--- src/rtl/tft_readout_pkg.sv ---
// Shared types for the TFT readout capture path: FSM state encoding,
// the per-pixel sample record and the tag computation used on capture.
package tft_readout_pkg;

  localparam int ADDR_W     = 12;
  localparam int PIX_DATA_W = 16;

  typedef enum logic [1:0] {
    RD_IDLE      = 2'd0,
    RD_CONVERT   = 2'd1,
    RD_WAIT_DATA = 2'd2
  } rd_state_t;

  // Frame/line markers carried alongside every sample.
  typedef struct packed {
    logic sof;
    logic eol;
    logic eof;
  } pix_tags_t;

  // Layout of one FIFO entry at the default sample width: data in the MSBs,
  // then sof, eol, eof. The capture block packs its entries the same way.
  typedef struct packed {
    logic [PIX_DATA_W-1:0] data;
    logic                  sof;
    logic                  eol;
    logic                  eof;
  } pix_sample_t;

  // Markers depend only on where the pixel sits inside the ROI window.
  function automatic pix_tags_t compute_tags(
    input logic [ADDR_W-1:0] row,
    input logic [ADDR_W-1:0] col,
    input logic [ADDR_W-1:0] row_start,
    input logic [ADDR_W-1:0] row_end,
    input logic [ADDR_W-1:0] col_start,
    input logic [ADDR_W-1:0] col_end
  );
    pix_tags_t t;
    t.sof = (row == row_start) && (col == col_start);
    t.eol = (col == col_end);
    t.eof = (row == row_end) && (col == col_end);
    return t;
  endfunction

endpackage

--- src/rtl/sample_fifo.sv ---
// Register-based first-word-fall-through FIFO. Pointers carry one extra MSB
// so full and empty are distinguished without a separate count.
module sample_fifo #(
  parameter int DEPTH = 16,
  parameter int WIDTH = 19
) (
  input  logic             clk,
  input  logic             rst,
  input  logic             flush,
  input  logic             push,
  input  logic [WIDTH-1:0] push_data,
  input  logic             pop,
  output logic [WIDTH-1:0] head_data,
  output logic             empty,
  output logic             full,
  output logic             push_dropped
);

  localparam int AW = $clog2(DEPTH);

  logic [WIDTH-1:0] mem [DEPTH];
  logic [AW:0]      wr_ptr;
  logic [AW:0]      rd_ptr;
  logic             do_push;
  logic             do_pop;

  assign empty        = (wr_ptr == rd_ptr);
  assign full         = (wr_ptr[AW] != rd_ptr[AW]) &&
                        (wr_ptr[AW-1:0] == rd_ptr[AW-1:0]);
  assign do_pop       = pop && !empty;
  // A pop in the same cycle frees a slot, so a push into a full FIFO is
  // only lost when nothing leaves.
  assign do_push      = push && (!full || do_pop);
  assign push_dropped = push && full && !do_pop;
  // Head is forced to zero when empty so the stream outputs idle at zero.
  assign head_data    = empty ? '0 : mem[rd_ptr[AW-1:0]];

  // Pointer update; flush empties the FIFO without touching storage.
  always_ff @(posedge clk or posedge rst) begin
    if (rst) begin
      wr_ptr <= '0;
      rd_ptr <= '0;
    end else if (flush) begin
      wr_ptr <= '0;
      rd_ptr <= '0;
    end else begin
      if (do_push) wr_ptr <= wr_ptr + (AW+1)'(1);
      if (do_pop)  rd_ptr <= rd_ptr + (AW+1)'(1);
    end
  end

  // Sample storage; contents are only meaningful between the pointers.
  always_ff @(posedge clk) begin
    if (do_push) mem[wr_ptr[AW-1:0]] <= push_data;
  end

endmodule

--- src/rtl/adc_readout_capture.sv ---
// Consumer end of the timing-generator readout interface: converts one pixel
// per trigger, tags it with frame/line markers and queues it for the stream.
module adc_readout_capture
  import tft_readout_pkg::*;
#(
  parameter int DATA_W      = 16,
  parameter int FIFO_DEPTH  = 16,
  parameter int ADC_TIMEOUT = 64,
  parameter int CONV_PULSE  = 2
) (
  input  logic              clk,
  input  logic              rst,
  input  logic              frame_reset,
  input  logic              frame_busy,
  input  logic              adc_start_trigger,
  input  logic [ADDR_W-1:0] row_addr,
  input  logic [ADDR_W-1:0] col_addr,
  input  logic [ADDR_W-1:0] row_start,
  input  logic [ADDR_W-1:0] row_end,
  input  logic [ADDR_W-1:0] col_start,
  input  logic [ADDR_W-1:0] col_end,
  output logic              adc_conv,
  input  logic              adc_dvalid,
  input  logic [DATA_W-1:0] adc_data,
  output logic              m_valid,
  input  logic              m_ready,
  output logic [DATA_W-1:0] m_data,
  output logic              m_sof,
  output logic              m_eol,
  output logic              m_eof,
  input  logic              err_clear,
  output logic              err_overflow,
  output logic              err_timeout,
  output logic              err_trig_miss,
  output logic [15:0]       drop_count
);

  localparam int                ENTRY_W   = DATA_W + 3;
  localparam int                CONV_CW   = $clog2(CONV_PULSE + 1);
  localparam int                WAIT_CW   = $clog2(ADC_TIMEOUT + 1);
  localparam logic [CONV_CW-1:0] CONV_LAST = CONV_CW'(CONV_PULSE - 1);
  localparam logic [WAIT_CW-1:0] WAIT_LAST = WAIT_CW'(ADC_TIMEOUT - 1);

  rd_state_t           state_q, state_d;
  logic [CONV_CW-1:0]  conv_cnt_q, conv_cnt_d;
  logic [WAIT_CW-1:0]  wait_cnt_q, wait_cnt_d;
  pix_tags_t           tags_q, tags_d;
  logic                fifo_push;
  logic [ENTRY_W-1:0]  push_entry;
  logic [ENTRY_W-1:0]  head_entry;
  logic                fifo_empty;
  logic                fifo_full_unused;
  logic                fifo_dropped;
  logic                timeout_evt;
  logic                trig_miss_evt;
  logic                trig_outside_frame_unused;

  // Triggers outside an active frame are still serviced; this term only
  // exists so the condition can be probed in debug without changing logic.
  assign trig_outside_frame_unused = adc_start_trigger & ~frame_busy;

  // State register and the conversion/timeout counters.
  always_ff @(posedge clk or posedge rst) begin
    if (rst) begin
      state_q    <= RD_IDLE;
      conv_cnt_q <= '0;
      wait_cnt_q <= '0;
      tags_q     <= '0;
    end else begin
      state_q    <= state_d;
      conv_cnt_q <= conv_cnt_d;
      wait_cnt_q <= wait_cnt_d;
      tags_q     <= tags_d;
    end
  end

  // Next-state logic: trigger -> conversion pulse -> wait for data or timeout.
  always_comb begin
    state_d       = state_q;
    conv_cnt_d    = conv_cnt_q;
    wait_cnt_d    = wait_cnt_q;
    tags_d        = tags_q;
    adc_conv      = 1'b0;
    fifo_push     = 1'b0;
    push_entry    = '0;
    timeout_evt   = 1'b0;
    trig_miss_evt = 1'b0;
    case (state_q)
      RD_IDLE: begin
        if (adc_start_trigger) begin
          state_d    = RD_CONVERT;
          conv_cnt_d = '0;
          tags_d     = compute_tags(row_addr, col_addr, row_start, row_end,
                                    col_start, col_end);
        end
      end
      RD_CONVERT: begin
        adc_conv      = 1'b1;
        trig_miss_evt = adc_start_trigger;
        if (conv_cnt_q == CONV_LAST) begin
          state_d    = RD_WAIT_DATA;
          wait_cnt_d = '0;
        end else begin
          conv_cnt_d = conv_cnt_q + CONV_CW'(1);
        end
      end
      RD_WAIT_DATA: begin
        trig_miss_evt = adc_start_trigger;
        if (adc_dvalid) begin
          fifo_push  = 1'b1;
          push_entry = {adc_data, tags_q};
          state_d    = RD_IDLE;
        end else if (wait_cnt_q == WAIT_LAST) begin
          // A zero-valued sample keeps the downstream frame geometry intact.
          fifo_push   = 1'b1;
          push_entry  = {{DATA_W{1'b0}}, tags_q};
          timeout_evt = 1'b1;
          state_d     = RD_IDLE;
        end else begin
          wait_cnt_d = wait_cnt_q + WAIT_CW'(1);
        end
      end
      default: state_d = RD_IDLE;
    endcase
    if (frame_reset) begin
      state_d       = RD_IDLE;
      fifo_push     = 1'b0;
      timeout_evt   = 1'b0;
      trig_miss_evt = 1'b0;
    end
  end

  sample_fifo #(
    .DEPTH (FIFO_DEPTH),
    .WIDTH (ENTRY_W)
  ) u_fifo (
    .clk          (clk),
    .rst          (rst),
    .flush        (frame_reset),
    .push         (fifo_push),
    .push_data    (push_entry),
    .pop          (m_valid && m_ready),
    .head_data    (head_entry),
    .empty        (fifo_empty),
    .full         (fifo_full_unused),
    .push_dropped (fifo_dropped)
  );

  assign m_valid = !fifo_empty;
  assign {m_data, m_sof, m_eol, m_eof} = head_entry;

  // Sticky error flags and drop counter; a same-cycle event beats err_clear.
  always_ff @(posedge clk or posedge rst) begin
    if (rst) begin
      err_overflow  <= 1'b0;
      err_timeout   <= 1'b0;
      err_trig_miss <= 1'b0;
      drop_count    <= '0;
    end else begin
      if (fifo_dropped)       err_overflow <= 1'b1;
      else if (err_clear)     err_overflow <= 1'b0;
      if (timeout_evt)        err_timeout <= 1'b1;
      else if (err_clear)     err_timeout <= 1'b0;
      if (trig_miss_evt)      err_trig_miss <= 1'b1;
      else if (err_clear)     err_trig_miss <= 1'b0;
      if (fifo_dropped) begin
        if (err_clear)                   drop_count <= 16'd1;
        else if (drop_count != 16'hFFFF) drop_count <= drop_count + 16'd1;
      end else if (err_clear) begin
        drop_count <= '0;
      end
    end
  end

endmodule

--- config.mk ---
export PLATFORM = sky130hd
export DESIGN_NAME = adc_readout_capture
export DESIGN_NICKNAME = d
export VERILOG_FILES = /design/src/rtl/tft_readout_pkg.sv /design/src/rtl/sample_fifo.sv /design/src/rtl/adc_readout_capture.sv
export SDC_FILE = /design/constraint.sdc
export NUM_CORES = 1
export LEC_CHECK = 0
export CORE_MARGIN = 1.5
export CORE_UTILIZATION = 30
export DETAILED_ROUTE_END_ITERATION = 7
export PLACE_DENSITY_LB_ADDON = 0.08
export SLEW_MARGIN = 40
export SYNTH_ARGS = -nofsm -noshare
export SYNTH_HDL_FRONTEND = slang
export SYNTH_SLANG_ARGS = --single-unit
--- constraint.sdc ---
create_clock -name clk -period 3.8 [get_ports clk]
set_input_delay 0.76 -clock clk [delete_from_list [all_inputs] [get_ports clk]]
set_output_delay 0.76 -clock clk [all_outputs]
set_load 0.005 [all_outputs]
* Word level (Yosys, flattened, before mapping)
Memory sizes are Yosys's and may differ from the RTL's.
Index checks and enable logic that the tools add are counted.
W data, S select, Z words.
** Storage, ports and cells
- Memories kept :: 1
- Bits in writable memories :: 304
- Input port bits :: 96
- Output and inout bits :: 40
- Word-level logic and storage cells :: 106
- Register bits after elaboration :: 43
** Operators by class
- Eq/ne operators :: 20
- Add/sub/neg operators :: 5
- Reductions and logical operators :: 27
- Multiplexer cells :: 41
** Memories
- u_fifo.mem :: words 16, bits a word 19, read ports 1, clocked after Yosys merged registers in 0, write ports 1, line sample_fifo.sv:21 : logic [WIDTH-1:0] mem [DEPTH];
** Operators with widths (number)
- $mux W16 :: 4
- $mux W19 :: 3
- $eq A12 B12 Y1 :: 4
- $mux W7 :: 3
- $mux W5 :: 4
- $add A16 B1 Y16 const B :: 1
- $mux W1 :: 16
- $ne A16 B16 Y1 const B :: 1
- $reduce_bool A2 Y1 :: 8
- $mux W2 :: 7
- $pmux W7 S2 :: 1
- $add A5 B1 Y5 const B :: 2
- $ne A2 B2 Y1 const B :: 5
- $logic_and A1 B1 Y1 :: 8
- $add A7 B1 Y7 const B :: 1
- $eq A7 B6 Y1 const B :: 1
- $ne A3 B3 Y1 const B :: 2
- $pmux W2 S3 :: 1
- $reduce_and A3 Y1 :: 2
- $eq A5 B5 Y1 :: 1
- $eq A2 B1 Y1 const B :: 2
- $eq A4 B4 Y1 :: 1
- $ne A4 B4 Y1 const B :: 1
- $pmux W2 S2 :: 1
- 10 further kinds :: 13

* Longest topological paths before layout
Gate-level depths: netlist (run 1).
- Depth in word-level cells :: 9
- Depth in mapped cells :: 9
- Depth with buffers taken out :: 7

* Cells and area by module
From an unflattened synthesis (run 1), not the netlist that was laid out.
** Unflattened totals
- Cells, all modules :: 840
- Area total of the unflattened synthesis :: 14629.0 µm²
** By module, submodules not included
- sample_fifo :: cells an instance 556, seq. area each 9379.0 µm², area an instance 12146.6 µm², instances 1
- adc_readout_capture :: cells an instance 284, seq. area each 825.8 µm², area an instance 2482.4 µm², instances 1

* Worst setup path before layout (run 1)
No wires, ideal clock.
- Path kind :: flip-flop to flip-flop
- Start point :: reg u_fifo.wr_ptr[2]
- End point :: mem u_fifo.mem[0][0] (enable)
- Arrival time :: 2839 ps
- Path slack :: 542 ps
- Cell stages (with the launch flop) :: 8
- Data required time :: 3381 ps
- Buffers on the path :: 2
- Library setup time :: 419 ps
- Period minus slack after synthesis :: 3258 ps
- Path through :: dfrtp_1 > buf_2 > xnor2_1 > and4_1 > buf_4 > a211oi_1 > nand2_1 > nor3_1
** On the way
- Word-level cells in the longest chain between the ends :: 8
- Elaborated cells between the ends (all ways) :: 11
- Those cells by class :: 2 x eq/ne; 2 x mux; 7 x reduce/logical
** Ends and longest elaborated chain
- start: declaration :: line sample_fifo.sv:22 : logic [AW:0] wr_ptr;
- start signal: assignment :: line sample_fifo.sv:47 : if (do_push) wr_ptr <= wr_ptr + (AW+1)'(1);
- $eq A5 B5 Y1 :: line sample_fifo.sv:27 : assign empty = (wr_ptr == rd_ptr);
- $logic_not A1 Y1 :: line sample_fifo.sv:30, adc_readout_capture.sv:149
- $logic_and A1 B1 Y1 :: line adc_readout_capture.sv:142 : .pop (m_valid && m_ready),
- $logic_and A1 B1 Y1 :: line sample_fifo.sv:30 : assign do_pop = pop && !empty;
- $logic_or A1 B1 Y1 :: line sample_fifo.sv:33 : assign do_push = push && (!full || do_pop);
- $logic_and A1 B1 Y1 :: line sample_fifo.sv:33
- $mux W1 :: line sample_fifo.sv:54 : if (do_push) mem[wr_ptr[AW-1:0]] <= push_data;
- $mux W1 (not written as such) :: line sample_fifo.sv:54
- end: declaration :: line sample_fifo.sv:21
Several ways; a longest one is shown, not always the timed one.

* Worst setup path after layout (run 1)
- Start point :: reg u_fifo.rd_ptr[0]
- End point :: out m_data[1]
** On the way
- Word-level cells in the longest chain between the ends :: 2
- Elaborated cells between the ends (all ways) :: 3
- Those cells by class :: 1 x eq/ne; 1 x mux; 1 x memory
** Ends and longest elaborated chain
- start: declaration :: line sample_fifo.sv:23 : logic [AW:0] rd_ptr;
- start signal: assignment :: line sample_fifo.sv:48 : if (do_pop) rd_ptr <= rd_ptr + (AW+1)'(1);
- $mem_v2 Z16 W19 or $eq A5 B5 Y1 (tied branches)
- $mux W19 (*) :: line sample_fifo.sv:36 : assign head_data = empty ? '0 : mem[rd_ptr[AW-1:0]];
- end: declaration :: line adc_readout_capture.sv:27 : output logic [DATA_W-1:0] m_data,
Mark *: on every way between the ends. The rest lies on a longest branch, timed or not.

==> results.tsv, run 1 <==
metric	value	unit
outcome	finished clean	
coreArea	48000	um2
cp.arrival	3.01	ns
fin_skew	0.0254	ns
ant_nets	0	
setup_viol	0	
area_growth	26.9	%
grt_pass1_vias	8640	
syn_inst	813	
yosys.area.top_type	edfxtp_1	
antenna_found_initial	3	
dpl_cell_area	17100	um2
globalRouteTotalUtil	15.1	%
r2r-start	state_q[0]	
synth_edf_count	304	
path_clk_slew	0.06	ns
grt_overflow	0	
final-max-slew-violation-count	0	
synth_compound_area_share	2.22	%
cts_tree	done	
r2r_setup_slack	0.84	ns
cts_sinks	347	
timing.rr.end	u_fifo.mem[0][9]	
ios	136	
synthTopCellsByArea	edfxtp_1 62%, mux4_2 15%, dfrtp_1 7.3%	
crit_type	flop to primary output	
finalNetCount	1129	
synth_top_family_by_area	multiplexers	
p_per_area	490	nW/um2
ys.flop_type	edfxtp_1	
rsz0062_at_grt	true	
synthAdderAreaFrac	1.02	%
fin_area	18600	um2
async_flop_share	12.4	%
wl_per_cell	22.6	um
drt_wl_total	37600	um
ys_seq_elements	347	
netlist_top_cells_count	304 x edfxtp_1, 95 x mux4_2, 44 x xor2_1	
seq_area_frac_synth	69.5	%
clock_tree.buffer_depth	3	
crit_path_end_kind	primary output	
hpwl	23200	um
clk_latency	0.56	ns
min_path_type	flop to flop	
chipWidth	224	um
num_antenna_cells	0	
vias_per_cell	4.82	
synth_xor_area_share	4.00	%
muxShareOfSynthArea	15.0	%
avgSynthCellArea	18.1	um2
cts_max_level	2	
die_area	50300	um2
std_cell_rows	80	
min_period	3.77	ns
crit_required	3.04	ns
drive_above_1_share	23.5	%
r2r_cells	9	
syn_nets	921	
dpl.cell_count	1574	
syn_area	14700	um2
yosysTopAreaCellShare	62.2	%
hold_viol_final	0	
fin_crit_sh	99.3	%
vias	8021	
ir_drop	0.000305	V
min_to	tags_q[0]	
cts_buffers	41	
place_congestion	0.707	
fmax	0.265	GHz
synth-simple-area-share	6.50	%
yosysMostFrequentCell	edfxtp_1	
grt_max_degree	37	
worst_pin_slew	0.779	ns
grt_pass1_wl	55200	um
cap_violations	0	
final_util	38.8	%
cp-start-kind	flop	
hold_start	tags_q[0]	
cts_root_buffer	clkbuf_16	
drc	0	
drt_iter0_drc	365	
yosysWarnings	0	
whs	0.481	ns
initial_core_util	30.5	%
leakagePower	6.44	nW
path_max_fanout	5	
drtPass1Iterations	5	
portBuffers	134	
max-slew-margin-rel	48.0	%
chipHeight	224	um
final_cell_count_no_fill	1665	
synth_cell_types	45	
holdPathStages	2	
==> routing by layer <==
layer	track usage, %	vias up	routed length (um)
met5	0	-	0
met4	3.59	0	629
met3	3.16	44	1890
met2	25.0	199	18300
met1	20.4	4132	16700
li1	-	3646	-
==> worst max-delay path by stage <==
stage                     cells after the start               end              from  slack [ns]
final                                         6         m_data[1]  u_fifo.rd_ptr[0]        0.03
after global routing                          6         m_data[1]  u_fifo.rd_ptr[0]       -0.05
after CTS                                     6         m_data[1]  u_fifo.rd_ptr[0]       -0.04
after detailed placement                      5             m_sof  u_fifo.rd_ptr[0]        0.45
after global placement                        5             m_sof  u_fifo.rd_ptr[0]        0.44
after floorplan                               7  u_fifo.mem[0][0]  u_fifo.wr_ptr[2]        0.54
==> registers in the layout (all words and copies together) (netlist names) <==
signal and cells:
tags_q 3, err_trig_miss 1, u_fifo.wr_ptr 5, state_q 2, conv_cnt_q 2, drop_count 16
wait_cnt_q 7, u_fifo.rd_ptr 5, err_timeout 1, err_overflow 1, u_fifo.mem 304
==> critical path, stage by stage, from the launching register on <==
cell and delay [ns]:
dfrtp_4 0.42, buf_4 0.20, buf_12 0.15, mux4_2 0.54, mux4_2 0.52, nor2b_1 0.16, clkdlybuf4s50_1 0.46
==> placed cells by master, fill, tap and decap left out, types with 6 or more instances in the layout <==
| master | n |
|---|---|
| edfxtp_1 | 304 |
| clkdlybuf4s50_1 | 131 |
| mux4_2 | 95 |
| buf_4 | 56 |
| clkbuf_16 | 45 |
| xor2_1 | 44 |
| dfrtp_1 | 40 |
| nor2_1 | 26 |
| xnor2_1 | 23 |
| nor2b_1 | 22 |
| nand2_1 | 22 |
| o21ai_0 | 19 |
| and3_1 | 18 |
| a21oi_1 | 17 |
| nand3_1 | 16 |
| inv_1 | 14 |
| nor2_2 | 13 |
| ha_1 | 12 |
| or3_1 | 11 |
| nor4_1 | 10 |
| clkinv_2 | 9 |
| clkinv_1 | 9 |
| nand4_1 | 8 |
| nor3_1 | 7 |
| nand2b_1 | 6 |
==> stage by stage <==
stage          total power, W  setup WS, ns  setup TNS (ns)
3_3_place_gp          0.00532         0.438               0
5_1_grt               0.00948       -0.0498          -0.213
6_report              0.00912        0.0274               0
4_1_cts               0.00923       -0.0396          -0.150
3_5_place_dp          0.00532         0.455               0
2_1_floorplan         0.00489         0.542               0
==> power breakdown <==
group	leakage (nW)	internal [W]	total [W]	switching (W)
combinational	2.19	0.000571	0.00110	0.000529
sequential	3.61	0.00419	0.00422	0.0000277
clock	0.637	0.00223	0.00380	0.00157
total	6.44	0.00699	0.00912	0.00213
==> final cells by class <==
cell class                      instances  area (um2)
Clock inverter                         25         225
Tap cell                              615         769
Timing Repair Buffer                  203        2010
Inverter                               15        57.6
Sequential cell                       347       10200
Multi-Input combinational cell        413        4270
Fill cell                            4522       29400
Clock buffer                           47        1070
==> what timing repair did <==
action,in CTS,in global routing
cloned,2,3
resized for setup,6,6
buffers inserted,7,8
hold buffers,0,0
endpoints found under the setup margin,16,15
==> cells by family after synthesis <==
group,after synthesis
buffers and inverters,53
muxes,101
xor gates and xnor gates,67
adders and majority gates,12
DFF,347
AOI/OAI and AO/OA,54
and+or+nand+nor,179
Power figures use the tool's default switching activity.
==> run 2: changes to the inputs <==
--- a/config.mk
+++ b/config.mk
@@ -8,6 +8,7 @@
 export CORE_MARGIN = 1.5
 export CORE_UTILIZATION = 30
 export DETAILED_ROUTE_END_ITERATION = 7
+export GPL_ROUTABILITY_DRIVEN = 0
 export PLACE_DENSITY_LB_ADDON = 0.08
 export SLEW_MARGIN = 40
 export SYNTH_ARGS = -nofsm -noshare
==> constraint.sdc (replaced) <==
create_clock -name clk -period 3.8 [get_ports clk]
set_input_delay 0.38 -clock clk [delete_from_list [all_inputs] [get_ports clk]]
set_output_delay 0.38 -clock clk [all_outputs]
set_load 0.005 [all_outputs]
==> results.tsv, run 2 (same netlist as run 1, synthesis figures left out) <==
metric	value	unit
outcome	finished clean	
largest_reg_flops	304	
path_clk_slew	0.05	ns
timing.rr.end	u_fifo.mem[0][12]	
final_cell_count_no_fill	1645	
num_antenna_cells	0	
r2r_setup_slack	0.92	ns
ir_drop	0.000224	V
leakagePower	6.23	nW
cp-start-kind	flop	
endpoint	m_data[8]	
cts_setup_buffers	0	
crit_required	3.42	ns
cap_violations	0	
p_per_area	481	nW/um2
hold_viol_final	0	
min_path_type	primary input to asynchronous set/reset pin	
fin_crit_sh	90.2	%
crit_path_end_kind	primary output	
cts_root_buffer	clkbuf_16	
multi_input_area	4280	um2
final.setup.tns	0	ns
area_growth	24.6	%
chipHeight	224	um
grt_pass1_vias	8507	
final_common_cell	edfxtp_1	
drive_above_1_share	21.4	%
die_area	50300	um2
antenna_found_initial	2	
cts_sinks	347	
worst_pin_slew	0.610	ns
cts_buffers	41	
num-fill-cells	4526	
chipWidth	224	um
grt_max_degree	44	
grt_overflow	0	
r2r-start	u_fifo.rd_ptr[0]	
cts_max_level	2	
dp_slack	0.814	ns
rsz0062_at_grt	false	
min_period	3.43	ns
grt_pass1_wl	55300	um
wl_per_cell	22.6	um
met1_length	17000	um
drtPass1Iterations	4	
final_util	38.0	%
setup_viol	0	
ant_nets	0	
vias_per_cell	4.84	
hpwl	22600	um
setup_ws	0.371	ns
drt_iter0_drc	442	
std_cell_rows	80	
regArea	10200	um2
postCtsResizedCells	0	
path_max_fanout	39	
cts_tree	done	
fmax	0.292	GHz
r2r_cells	7	
finalNetCount	1105	
dpl.cell_count	1569	
whs	0.230	ns
clk_latency	0.56	ns
initial_core_util	30.5	%
crit_type	flop to primary output	
coreArea	48000	um2
drc	0	
clock_tree.buffer_depth	3	
final-max-slew-violation-count	0	
cp.arrival	3.05	ns
top_layer_used	met4	
ios	136	
cts_hold_buf	0	
wl_met2	17900	um
globalRouteTotalUtil	15.2	%
max-slew-margin-rel	59.3	%
fin_skew	0.0171	ns
drt_wl_total	37200	um
dr_wl_met3	1720	um
mostFrequentLayoutCells	304 x edfxtp_1, 134 x clkdlybuf4s50_1, 95 x mux4_2	
startpoint	u_fifo.rd_ptr[0]	
vias	7957	
portBuffers	134	
## run 2: changes by cell type in the layout (fill, tap and decap cells not counted), moves of 3 or more
cell and change:
buf_4 -15, buf_6 -4, clkbuf_1 +4, bufinv_16 -3, clkbuf_16 -3, clkdlybuf4s50_1 +3
clkinv_1 +3, dlygate4sd2_1 -3
## run 2: how the worst min path moves through the flow
stage | endpoint | slack [ns] | cells past startpoint | start
floorplan | tags_q[1] | 0.43 | 2 | tags_q[1]
global placement | tags_q[0] | 0.47 | 2 | tags_q[0]
detailed placement | tags_q[0] | 0.47 | 2 | tags_q[0]
CTS | drop_count[5] | 0.24 | 2 | rst
global route | drop_count[5] | 0.29 | 2 | rst
finish | drop_count[5] | 0.23 | 2 | rst
## run 2: through the flow
stage | instance area (um2) | total power [W]
floorplan | 14700 | 0.00489
global placement | 17000 | 0.00529
global route | 18300 | 0.00917
detailed placement | 17000 | 0.00529
finish | 18300 | 0.00880
CTS | 18300 | 0.00895
## run 2: final cells by class
| class | count | area share (%) |
|---|---|---|
| sequential | 347 | 55.9 |
| multi-input combinational | 413 | 23.4 |
| timing repair buffer | 179 | 9.46 |
| clock buffer | 51 | 5.93 |
| tap | 615 | 4.21 |
| clock inverter | 25 | 0.780 |
| inverter | 15 | 0.322 |
## run 2: per-layer routing
layer  track usage, %  vias to the layer above
li1                 -                     3601
met1             20.8                     4125
met2             24.7                      194
met3             3.15                       37
met4             3.40                        0
met5                0                        -
## run 2: critical path: stages, from the launching register on
cell             delay [ns]
dfrtp_4                0.44
buf_12                 0.29
mux4_2                 0.56
mux4_2                 0.47
nor2b_1                0.19
clkdlybuf4s50_1        0.48
## run 2: where the power goes
group          switching (W)  total (W)  internal [W]
combinational       0.000487   0.000967      0.000479
sequential         0.0000287    0.00422       0.00419
clock                0.00157    0.00361       0.00204
==> run 3: changes to the inputs <==
--- a/config.mk
+++ b/config.mk
@@ -10,7 +10,7 @@
 export DETAILED_ROUTE_END_ITERATION = 7
 export GPL_ROUTABILITY_DRIVEN = 0
 export PLACE_DENSITY_LB_ADDON = 0.08
-export SLEW_MARGIN = 40
+export SLEW_MARGIN = 15
 export SYNTH_ARGS = -nofsm -noshare
 export SYNTH_HDL_FRONTEND = slang
 export SYNTH_SLANG_ARGS = --single-unit
==> results.tsv, run 3 (same netlist as run 1, synthesis figures left out) <==
metric	value	unit
final_util	38.0	%
whs	0.366	ns
initial_core_util	30.5	%
drtPass1Iterations	6	
hpwl	22500	um
ir_drop	0.000269	V
final-max-slew-violation-count	0	
critical_path.slowest_cell	mux4_2	
critPathTopFamily	multiplexers	
leakagePower	6.21	nW
worst_path_largest_cell_delay	0.57	ns
mostFrequentLayoutCells	304 x edfxtp_1, 134 x clkdlybuf4s50_1, 95 x mux4_2	
cp.arrival	3.07	ns
fmax	0.290	GHz
critPathBufInv	2	
p_per_area	483	nW/um2
globalRouteTotalUtil	15.1	%
grt_overflow	0	
chipHeight	224	um
cts_buffers	40	
path_clk_slew	0.06	ns
num-fill-cells	4492	
std_cell_rows	80	
drt_iter0_drc	502	
final_common_cell	edfxtp_1	
cp-start-kind	flop	
cts_root_buffer	clkbuf_16	
finalNetCount	1104	
grt_pass1_vias	8484	
outcome	finished clean	
path_cells	buf_12, mux4_2, mux4_2, nor2b_1, clkdlybuf4s50_1	
vias_per_cell	4.88	
cts_tree	done	
cp_common_cell	mux4_2	
cts_max_level	2	
wl_per_cell	22.8	um
setup_ws	0.351	ns
max-slew-margin-rel	35.6	%
fin_skew	0.0236	ns
postCtsResizedCells	0	
crit_type	flop to primary output	
rsz0062_at_grt	false	
path_max_fanout	39	
largest_reg_flops	304	
crit_path_end_kind	primary output	
min_path_type	primary input to asynchronous set/reset pin	
coreArea	48000	um2
cts_sinks	347	
ios	136	
setup_viol	0	
final.setup.tns	0	ns
portBuffers	134	
cts_setup_buffers	0	
clk_latency	0.56	ns
grt_pass1_wl	55100	um
chipWidth	224	um
cap_violations	0	
crit_required	3.42	ns
drive_above_1_share	21.1	%
num_antenna_cells	0	
worst_pin_slew	0.966	ns
grt_max_degree	44	
die_area	50300	um2
drt_wl_total	37200	um
hold_viol_final	0	
cts_hold_buf	0	
ant_nets	0	
fin_crit_sh	90.8	%
vias	7975	
dp_slack	0.797	ns
min_period	3.45	ns
drc	0	
clock_tree.buffer_depth	3	
area_growth	24.4	%
antenna_found_initial	2	
==> run 3: cell count changes in the layout (fill, tap and decap cells not counted), moves of 2 or more <==
| cell | change |
|---|---|
| clkinv_1 | -10 |
| clkinv_2 | -6 |
| clkbuf_1 | +3 |
| bufinv_16 | +2 |
==> run 3: final cells by class <==
cell class	instances	area, um2	share of cell area (%)
Clock buffer	53	1070	5.87
Sequential cell	347	10200	55.9
Tap cell	615	769	4.22
Clock inverter	11	145	0.795
Inverter	15	56.3	0.308
Timing Repair Buffer	179	1730	9.47
Multi-Input combinational cell	413	4270	23.4
==> run 3: final timing paths <==
check,start,end,slack [ns],depth (start not counted)
setup / recovery,u_fifo.rd_ptr[0],m_sof,0.35,5
hold / removal,rst,drop_count[5],0.37,2
setup reg to reg,u_fifo.rd_ptr[0],u_fifo.mem[0][16],0.90,7
hold reg to reg,tags_q[0],tags_q[0],0.48,2
max in group asynchronous,rst,u_fifo.rd_ptr[0],2.71,2
min in group clk,tags_q[0],tags_q[0],0.48,2
==> run 3: through the flow <==
step	total power, W	instances	instance area (um2)
2_1_floorplan	0.00489	813	14700
3_3_place_gp	0.00529	1569	17000
3_5_place_dp	0.00529	1569	17000
4_1_cts	0.00897	1633	18300
5_1_grt	0.00918	1633	18300
6_report	0.00881	1633	18300
==> run 3: metal layers <==
layer  global-route usage, %  vias up  share of wire, %
met5                       0        -                 0
met4                    3.79        0               1.9
met3                    3.11       52               5.1
met2                    24.4      198                47
met1                    20.8     4133                46
li1                        -     3592                 -
==> run 3: power by group <==
part / total (W) / switching (W) / internal [W]
Clock: 0.00363 / 0.00151 / 0.00212
Sequential: 0.00422 / 0.0000283 / 0.00419
Combinational: 0.000967 / 0.000487 / 0.000479
==> variant, RTL diff (config.mk and constraints of run 2) <==
Put one more register stage on the output `err_overflow`, without a reset. The value now appears one clock later. The other outputs are not delayed to match.
--- a/src/rtl/adc_readout_capture.sv
+++ b/src/rtl/adc_readout_capture.sv
@@ -40,6 +40,8 @@
   localparam int                WAIT_CW   = $clog2(ADC_TIMEOUT + 1);
   localparam logic [CONV_CW-1:0] CONV_LAST = CONV_CW'(CONV_PULSE - 1);
   localparam logic [WAIT_CW-1:0] WAIT_LAST = WAIT_CW'(ADC_TIMEOUT - 1);
+
+  logic err_overflow_s0;
 
   rd_state_t           state_q, state_d;
   logic [CONV_CW-1:0]  conv_cnt_q, conv_cnt_d;
@@ -152,13 +154,13 @@
   // Sticky error flags and drop counter; a same-cycle event beats err_clear.
   always_ff @(posedge clk or posedge rst) begin
     if (rst) begin
-      err_overflow  <= 1'b0;
+      err_overflow_s0 <= 1'b0;
       err_timeout   <= 1'b0;
       err_trig_miss <= 1'b0;
       drop_count    <= '0;
     end else begin
-      if (fifo_dropped)       err_overflow <= 1'b1;
-      else if (err_clear)     err_overflow <= 1'b0;
+      if (fifo_dropped)       err_overflow_s0 <= 1'b1;
+      else if (err_clear)     err_overflow_s0 <= 1'b0;
       if (timeout_evt)        err_timeout <= 1'b1;
       else if (err_clear)     err_timeout <= 1'b0;
       if (trig_miss_evt)      err_trig_miss <= 1'b1;
@@ -172,5 +174,9 @@
     end
   end
 
+  always_ff @(posedge clk) begin
+    err_overflow <= err_overflow_s0;
+  end
+
 endmodule
 
Behaviour: no difference found for any inputs over 4 cycles, from zero or initial values and one cycle with rst high; that may be too few to reach the edited logic, so the function may still have changed.
==> variant against run 2 <==
Wire length up 1.6%; area after synthesis rose by 1.0%; clock skew rose by 0.0093 ns; non-clock buffer count is 4 higher; global-route usage up 0.11 points; utilization grew 0.058 points; setup slack worse by 0.097 ns; sequential cell count up 1; power grew 3.2%; cell area up 1.8%; critical path depth is the same; maximum frequency fell by 2.8%; sequential share of layout area down 0.89 points; critical path type unchanged; largest cell class unchanged; highest routed layer is now met5.
==> variant: results (changes against run 2) <==
| Metric | Value |
|---|---|
| Syn Std Cell Area | `0.0148 mm2 (was 0.0147 mm2)` |
| Post-Synthesis Net Count | `923 (was 921)` |
| Final Non-Filler Cells | `1,695 (was 1,645)` |
| CP endpoint | `m_eol (was m_data[8])` |
| Clock power frac | `42.9% (was 41.0%)` |
| XOR/XNOR Fraction of Synth Area | `4.39% (was 4.00%)` |
| FF-to-FF Start | `u_fifo.rd_ptr[1] (was u_fifo.rd_ptr[0])` |
| Synth Area in Compound Gates | `2.15% (was 2.22%)` |
| Crit path max fanout | `35 (was 39)` |
| DP Worst Slack | `0.771 ns (was 0.814 ns)` |
| Worst-case vdd ir drop | `0.000235 V (was 0.000224 V)` |
| Dpl cells | `1,620 (was 1,569)` |
| Nets | `1,109 (was 1,105)` |
| Vias in the first global route | `8,488 (was 8,507)` |
| Total track usage | `15.3% (was 15.2%)` |
| Slack of the worst reg-to-reg path | `0.90 ns (was 0.92 ns)` |
| Adder-Cell Fraction of Synth Area | `1.01% (was 1.02%)` |
| Netlist cell types | `50 (was 45)` |
| Cts bufs inserted | `42 (was 41)` |
| P_clk | `3.90 mW (was 3.61 mW)` |
| Internal power consumption | `7.03 mW (was 6.71 mW)` |
| Clock skew | `0.0263 ns (was 0.0171 ns)` |
| Pre-Repair DR Iteration Count | `5 (was 4)` |
| Share of layout cells above drive strength 1 | `22.6% (was 21.4%)` |
| Mux contribution to synthesized area | `15.1% (was 15.0%)` |
| Placement Cell Area | `0.0173 mm2 (was 0.0170 mm2)` |
| Final HPWL DP | `23,600 um (was 22,600 um)` |
| Critical R2R Capture | `u_fifo.mem[14][0] (was u_fifo.mem[0][12])` |
| Ys async rst share | `12.4% (about the same)` |
| Status | `finished clean (unchanged)` |
| Leakage power | `6.28 nW (was 6.23 nW)` |
variant: layout make-up:
type	instances	area, um2
Timing Repair Buffer	183	1770
Tap cell	664	831
Multi-Input combinational cell	405	4370
Sequential cell	348	10200
Clock inverter	23	219
Antenna cell	1	2.50
Clock buffer	50	1110
Fill cell	4655	30200
Inverter	21	81.3
variant: metal layers:
layer	part of all wire, %	global-route usage (%)
met5	0.029	0
met4	1.6	3.44
met3	4.4	3.14
met2	50	26.1
met1	44	19.9
variant: worst max-delay path: stages (launching register included):
cell             delay [ns]
dfrtp_4                0.54
buf_12                 0.33
mux4_2                 0.54
mux4_2                 0.52
nor2b_1                0.17
clkdlybuf4s50_1        0.46
variant: kinds of logic (layout without fill, tap and decap cells):
kind of cell	after synthesis	after routing
AO/OA/AOI/OAI	48	48
XOR/XNOR	67	67
adder cells (fa/ha/maj)	12	12
buffers and inverters	62	277
flip-flops	348	348
multiplexers	104	104
other	0	1
AND/OR/NAND/NOR	174	174
